<file path="config.mk">
export PLATFORM = sky130hd
export DESIGN_NAME = byte_mem_ctrl
export DESIGN_NICKNAME = d
export VERILOG_FILES = /design/src/rtl/mem_pkg.sv /design/src/rtl/mem_lane_sel.sv /design/src/rtl/byte_mem_ctrl.sv
export SDC_FILE = /design/constraint.sdc
export NUM_CORES = 1
export LEC_CHECK = 0
export BUFFER_PORTS_ARGS = -buffer_cell sky130_fd_sc_hd__buf_2
export CAP_MARGIN = 40
export CORE_ASPECT_RATIO = 1.2
export CORE_MARGIN = 4
export CORE_UTILIZATION = 35
export CTS_CLUSTER_SIZE = 10
export DETAILED_ROUTE_END_ITERATION = 10
export GPL_ROUTABILITY_DRIVEN = 0
export HOLD_SLACK_MARGIN = 0.12
export PLACE_DENSITY = 0.5
export SYNTH_ARGS = -nofsm -noshare
export SYNTH_HDL_FRONTEND = slang
export SYNTH_SLANG_ARGS = --single-unit
</file>
<file path="constraint.sdc">
create_clock -name clk -period 2.8 [get_ports clk]
set_input_delay 0.14 -clock clk [delete_from_list [all_inputs] [get_ports clk]]
set_output_delay 0.14 -clock clk [all_outputs]
set_load 0.1 [all_outputs]
</file>
<file path="src/rtl/mem_pkg.sv">
// mem_pkg: size and state codes shared by the byte-addressable memory controller.
package mem_pkg;
   typedef enum logic [1:0] {SZ_B = 2'd0, SZ_H = 2'd1, SZ_W = 2'd2, SZ_D = 2'd3} size_e;
   typedef enum logic {ST_CLEAR = 1'b0, ST_IDLE = 1'b1} state_e;
   function automatic logic [3:0] size_bytes(input logic [1:0] size);
      return 4'd1 << size;
   endfunction
endpackage

</file>
<file path="src/rtl/mem_lane_sel.sv">
// mem_lane_sel: maps an access onto byte lanes; lane k carries data bits [8k+7:8k].
module mem_lane_sel
   import mem_pkg::*;
#(
   parameter int DATA_W      = 32,
   parameter int DEPTH       = 16,
   parameter int ADDR_W      = 32,
   parameter int ALIGN_CHECK = 0
) (
   input  logic [ADDR_W-1:0]                         addr,
   input  logic [1:0]                                size,
   output logic [DATA_W/8-1:0][$clog2(DEPTH)-1:0]    idx,
   output logic [DATA_W/8-1:0]                       en,
   output logic                                      err
);
   localparam int NB = DATA_W / 8;
   localparam int AW = $clog2(DEPTH);
   logic [3:0] n;
   logic [2:0] lo_mask;
   always_comb begin
      n       = size_bytes(size);
      lo_mask = 3'(n - 4'd1);
      err     = (addr >= ADDR_W'(DEPTH)) || (size == SZ_D && DATA_W == 32) ||
                (ALIGN_CHECK != 0 && (addr[2:0] & lo_mask) != 3'd0);
      // big-endian: the lowest data byte lands at the highest address of the access
      for (int k = 0; k < NB; k++) begin
         en[k]  = 4'(k) < n;
         idx[k] = addr[AW-1:0] + AW'(n - 4'd1 - 4'(k));
      end
   end
endmodule

</file>
<file path="src/rtl/byte_mem_ctrl.sv">
// byte_mem_ctrl: byte-addressable big-endian data memory with clear sweep and registered response.
module byte_mem_ctrl
   import mem_pkg::*;
#(
   parameter int DATA_W      = 32,
   parameter int DEPTH       = 16,
   parameter int ADDR_W      = 32,
   parameter int ALIGN_CHECK = 0
) (
   input  logic              clk,
   input  logic              rst,
   input  logic              clr_req,
   output logic              busy,
   input  logic              req_valid,
   output logic              req_ready,
   input  logic              req_we,
   input  logic [1:0]        req_size,
   input  logic [ADDR_W-1:0] req_addr,
   input  logic [DATA_W-1:0] req_wdata,
   output logic              rsp_valid,
   output logic [DATA_W-1:0] rsp_rdata,
   output logic              rsp_err
);
   localparam int NB    = DATA_W / 8;
   localparam int AW    = $clog2(DEPTH);
   localparam int WORDS = DEPTH / NB;
   localparam int PW    = WORDS > 1 ? $clog2(WORDS) : 1;
   localparam int LW    = $clog2(NB);
   logic [7:0]               mem [DEPTH];
   state_e                   state, state_nxt;
   logic [PW-1:0]            ptr, ptr_nxt;
   logic [NB-1:0][AW-1:0]    idx;
   logic [NB-1:0]            en;
   logic                     err, acc;
   logic [DATA_W-1:0]        rd;

   mem_lane_sel #(
      .DATA_W(DATA_W), .DEPTH(DEPTH), .ADDR_W(ADDR_W), .ALIGN_CHECK(ALIGN_CHECK)
   ) u_sel (
      .addr(req_addr), .size(req_size), .idx(idx), .en(en), .err(err)
   );

   always_ff @(posedge clk or negedge rst)
      if (!rst) begin
         state <= ST_CLEAR;
         ptr   <= '0;
      end else begin
         state <= state_nxt;
         ptr   <= ptr_nxt;
      end

   always_comb begin
      state_nxt = state;
      ptr_nxt   = ptr;
      busy      = state == ST_CLEAR;
      req_ready = state == ST_IDLE && !clr_req;
      acc       = req_valid && req_ready;
      if (clr_req) begin
         state_nxt = ST_CLEAR;
         ptr_nxt   = '0;
      end else if (busy) begin
         ptr_nxt   = ptr == PW'(WORDS - 1) ? '0 : ptr + PW'(1);
         state_nxt = ptr == PW'(WORDS - 1) ? ST_IDLE : ST_CLEAR;
      end
   end

   always_comb begin
      rd = '0;
      for (int k = 0; k < NB; k++)
         if (en[k]) rd[8*k +: 8] = mem[idx[k]];
   end

   // array is cleared by the sweep, so it carries no reset
   always_ff @(posedge clk)
      if (busy) begin
         for (int k = 0; k < NB; k++) mem[AW'({ptr, LW'(k)})] <= '0;
      end else if (acc && req_we && !err) begin
         for (int k = 0; k < NB; k++)
            if (en[k]) mem[idx[k]] <= req_wdata[8*k +: 8];
      end

   always_ff @(posedge clk or negedge rst)
      if (!rst) begin
         rsp_valid <= 1'b0;
         rsp_err   <= 1'b0;
         rsp_rdata <= '0;
      end else begin
         rsp_valid <= acc;
         rsp_err   <= acc && err;
         rsp_rdata <= (acc && !req_we && !err) ? rd : '0;
      end
endmodule

</file>
Word level (Yosys, flattened, before mapping):

Memories as Yosys holds them, arrays and structs flattened.
Cells that the tools add are included.

* flip-flop bits (word level): 37
* bits in latches: 0
* memory bits (writable): 128
* bits in read-only memories: 0
* bits of input ports: 71
* output and inout port bits: 36
* logic and storage cells: 80
* memories: 1

* $add $sub $neg: 9
* multiply operators: 0
* div/mod/pow operators: 0
* $lt $le $gt $ge: 5
* equal/unequal tests: 3
* shift-type cells: 1
* muxes and demuxes: 40
* bitwise gates (word level): 1
* reductions and logical operators: 15

Memory list
* mem: words 16, width 8, rd ports 4, clocked after Yosys merged registers in 0, wr ports 4, RTL line byte_mem_ctrl.sv:29 `logic [7:0] mem [DEPTH];`

Operators by type and width (number)
* $mux 8: 8
* $ge 32x5->1 const B: 1
* $mux 32: 1
* $reduce_or 8->1: 4
* $mux 1: 24
* $add 4x4->4: 4
* $mux 4: 4
* $lt 1x4->1 const A: 2
* $lt 2x4->1 const A: 2
* $sub 4x1->4 const B: 2
* $sub 4x2->4 const B: 2
* $logic_and 1x1->1: 7
* $mux 2: 3
* $eq 2x2->1 const B: 2
* $shl 1x2->4 const A: 1
* $logic_not 1->1: 3
* $add 2x1->2 const B: 1
* $ne 2x2->1 const B: 1
* $logic_or 1x1->1: 1
* $not 1->1: 1

Longest topological paths before layout:

* depth in word-level cells: 10
* depth in mapped cells: 17
* depth with buffers taken out: 12

Hierarchy:

From an unflattened synthesis, not the netlist that was laid out.

* cells, all modules: 1507
* area total of the unflattened synthesis: 14657.8 um2

Modules (own cells, without submodules)
* byte_mem_ctrl: instances 1, cells each 1451, area each 14192.4 um2, sequential area each 4769.6 um2
* mem_lane_sel: instances 1, cells each 56, area each 465.4 um2, sequential area each 0.0 um2

Worst setup path after synthesis:

Ideal clock, no wire load.

* path kind: input -> register
* start point: input req_size[1]
* end point: memory mem[15][0] (enable)
* setup time: 0.384 ns
* arrival time: 3.926 ns
* data required time: 2.416 ns
* slack: -1.510 ns
* cell stages on the path: 13
* buffers on the path: 4
* cell sequence: buf_2 or2_2 buf_2 ha_1 ha_1 inv_1 ha_1 fa_1 xnor2_2 buf_2 buf_2 a32oi_1 o21ai_0

RTL lines
* start: declaration: RTL line byte_mem_ctrl.sv:17 `input logic [1:0] req_size,`
* end: declaration: RTL line byte_mem_ctrl.sv:29

==> results.txt <==
The transition time at the pin with the least slew margin came out at 865 ps. In the finished design, the share of the clock period the worst path needs comes to 103%. The worst slew margin relative to its limit is 42.2%. The run finished, with violations left. The flip-flop and latch count after synthesis came out at 165.

The cell taking the most area after synthesis is edfxtp_1. The clock latency on the worst-skew pair came out at 470 ps. The total congestion overflow after global routing is 0. The first global-routing pass estimated 119000 um of wire.

The worst setup path is launched from an input port. The number of setup violations in the final report is 41. The leakage power came out at 8.49 nW. The number of nets handed over by synthesis was 1674. The share of the yosys chip area belonging to registers came out at 31.0%. The fill cell instance count of the final layout came out at 3767.

Across all layers, the routed design uses 17700 vias. The per-cell via count in the routed design came out at 6.86. The fraction of synthesis flops using an asynchronous set or reset pin is 22.4%.

The number of cell rows came out at 83. The tightest min-delay check is of the in2async type. STA classifies the critical path endpoint as a register.

The final clock skew is 27.5 ps. The initial antenna violation count is 7. During placement, the flow inserted port buffers numbering 106.

Data on the critical path arrives at its endpoint at 3110 ps. Traced cell by cell, the critical path runs through buf_6 -> or2_4 -> ha_4 -> ha_4 -> inv_4 -> ha_4 -> fa_2 -> buf_6 -> nor3_4 -> buf_4 -> nand2_8 -> or4_4 -> o21ai_1 -> o22ai_1 -> buf_4. Including well taps, the total number of placed cells is 2476.

The core area came out at 43100 um2. The critical path in this run is classified as in2reg. The fraction of synthesized cell area taken by the top area cell type came out at 25.0%. The number of max-slew violations in the final report came out at 0. Setup repair after global routing could not meet its margin everywhere. After legalization and detailed placement, the total HPWL measured 66100 um. The maximum number of pins on one net before global-route repair is 40.

The total count of hold-check failures in the final report is 0. The most used flip-flop cell after synthesis is edfxtp_1. The TritonCTS sink count is 165.

The maximum cell stage delay along the critical path is 510 ps. After layout, the worst setup slack is -83.7 ps. Across the VDD grid, the largest voltage drop is 0.430 mV. In the synthesized netlist, the number of instances is 1583. The die is 238 um tall. The library cells used most frequently in the layout, excluding fill and tap cells, are buf_4 (351), nand2_1 (169), mux4_2 (136), edfxtp_1 (128), buf_2 (106).

The clock tree from TritonCTS is yes. The final routed wirelength across all metal layers is 86000 um. The number of nets with antenna violations after detailed routing is 0. The max capacitance violation total came out at 0.

The post-layout total power is 11.2 mW. For this design the ratio of total power to cell area is 491 nW/um2. The most numerous cell type found on the critical path is ha_4. The most common cell after layout, fill and taps aside is buf_4. For this run, the total global-route usage over all layers was measured as 35.2%. The final layout contains 2099 nets. The distinct cell type count after synthesis is 85. Data on the critical path is required at its endpoint by 3030 ps. The clock slew at the register clock pins of the worst setup and hold paths is 80 ps. The count of flip-flops with a built-in enable after synthesis came out at 128. The post-route non-filler standard cell count came out at 2576.

The full die area is 47400 um2. The maximum fanout along the worst path is 5. The checks that failed: setup timing. The post-synthesis to final-layout area growth came out at 47.8%. For this run, the detailed router's first-pass iteration total came to 6.

By area the synthesized netlist is led by edfxtp_1 (25%), mux4_2 (20%), dfrtp_1 (6.0%), nand2_1 (4.7%), nand3_1 (3.6%). The count of yosys warnings during synthesis is 0. The number of buffers added by the clock tree synthesis step is 17.

The critical path's slowest cell is or4_4. The post-layout minimum cycle time is 2880 ps. Derived from the worst setup path, the maximum achievable clock frequency is 0.347 GHz.

The cell area after synthesis is 15400 um2. The via count of the first global-routing pass is 16500. The detailed-route wire length per cell came out at 33.4 um. For this run, design rule violations remaining after detail routing come to 0. The initial utilization of the core area, before any placement, comes to 35.7%. The die width is 199 um. The average instance in the mapped netlist occupies 9.73 um2. The starting DRC count in detailed routing is 2776. The number of top-level pins is 107. The maximum count of clock buffers along a single path is 2.

The cell at the root of the clock tree is clkbuf_16. The post-route netlist has 51.4% of its cells at a drive strength greater than 1. The number of levels the H-tree was split into came out at 4.
-- registers in the layout (all words and copies together) (netlist names) --
register   flops
mem          128
ptr            2
rsp_err        1
rsp_rdata     32
rsp_valid      1
state          1
-- critical path: cells and delay by family --
kind                     cells  cell delay (ps)
AO/OA/AOI/OAI                2              210
adder cells (fa/ha/maj)      4             1130
buffers and inverters        5              630
AND/OR/NAND/NOR              4              990
-- Yosys cell counts (all sizes together) (6+ instances only) --
cell type / count
a211oi: 9
a21oi: 64
a221oi: 29
a22o: 16
a22oi: 9
a311oi: 22
a31oi: 33
a32oi: 20
a41oi: 15
and2: 17
and3: 31
and4: 7
buf: 56
clkbuf: 102
dfrtp: 37
edfxtp: 128
ha: 15
inv: 28
mux4: 136
nand2: 195
nand2b: 11
nand3: 115
nand4: 33
nor2: 115
nor2b: 34
nor3: 43
nor4: 40
o211ai: 6
o21a: 6
o21ai: 62
o221ai: 9
o22ai: 30
o2bb2ai: 12
o31ai: 10
o32ai: 6
or2: 6
or3: 15
or4: 7
-- where the power goes --
part / internal, mW / total [mW] / switching [mW]
clock network: 1.21 / 2.25 / 1.04
logic: 2.60 / 5.40 / 2.80
registers: 3.08 / 3.52 / 0.431
total: 6.89 / 11.2 / 4.27
-- metrics by stage --
stage / setup TNS, ps / worst slack, ps / hold WS, ps / utilization (%) / instance area [um2]
floorplan: -118170 / -672 / -156 / - / 16300
detailed placement: -170060 / -734 / 96.0 / 46.9 / 20200
global route: -4300 / -107 / 181 / 52.8 / 22700
CTS: -725 / -41.0 / 152 / 49.8 / 21500
global placement: -162960 / -726 / 332 / 46.8 / 20200
finish: -1120 / -83.7 / 144 / 52.8 / 22800
-- final cells by class --
| cell class | count | area, um2 | share of cell area, % |
|---|---|---|---|
| timing repair buffer | 564 | 4940 | 21.7 |
| tap | 552 | 691 | 3.04 |
| multi-input combinational | 1231 | 11700 | 51.4 |
| sequential | 165 | 4770 | 21.0 |
| antenna | 3 | 7.51 | 0.0330 |
| inverter | 29 | 111 | 0.489 |
| clock inverter | 10 | 72.6 | 0.319 |
| clock buffer | 22 | 474 | 2.08 |
-- kinds of logic (layout without fill, tap and decap cells) --
group | count (synthesis) | after routing | share of synthesized area [%]
AOI/OAI and AO/OA | 392 | 392 | 18.1
DFF | 165 | 165 | 31.0
muxes | 137 | 137 | 20.0
adders and majority gates | 20 | 20 | 1.87
and+or+nand+nor | 674 | 674 | 23.4
other | 0 | 3 | 0
buffers and inverters | 187 | 625 | 5.04
xor gates and xnor gates | 8 | 8 | 0.732
-- routing by layer --
metal	track usage, %	vias up	wire length [um]	part of all wire [%]
li1	-	7176	-	-
met1	43.8	8412	30300	35
met2	52.9	1588	36600	42
met3	7.63	498	9310	11
met4	27.4	6	9740	11
met5	0	-	48	0.056
-- timing repair --
| item | CTS | global route |
|---|---|---|
| endpoints found under the hold margin | 42 | 0 |
| pin swaps | 38 | 101 |
| buffers inserted | 19 | 43 |
| endpoints found under the setup margin | 268 | 276 |
| gates resized for setup | 84 | 204 |
| cloned | 2 | 2 |
| hold buffers | 3 | 0 |
-- worst paths after layout --
path	from	endpoint	slack, ps	depth (start not counted)
worst max-delay path	req_size[1]	mem[1][4]	-80	15
max in group asynchronous	rst	rsp_rdata[9]	2150	3
min in group clk	req_wdata[5]	mem[1][5]	240	3
worst min-delay path	rst	ptr[1]	140	2
worst min register to register	ptr[1]	ptr[1]	600	2
worst max register to register	state	mem[8][5]	240	8
No activity file was read; power rests on OpenSTA's default activity.
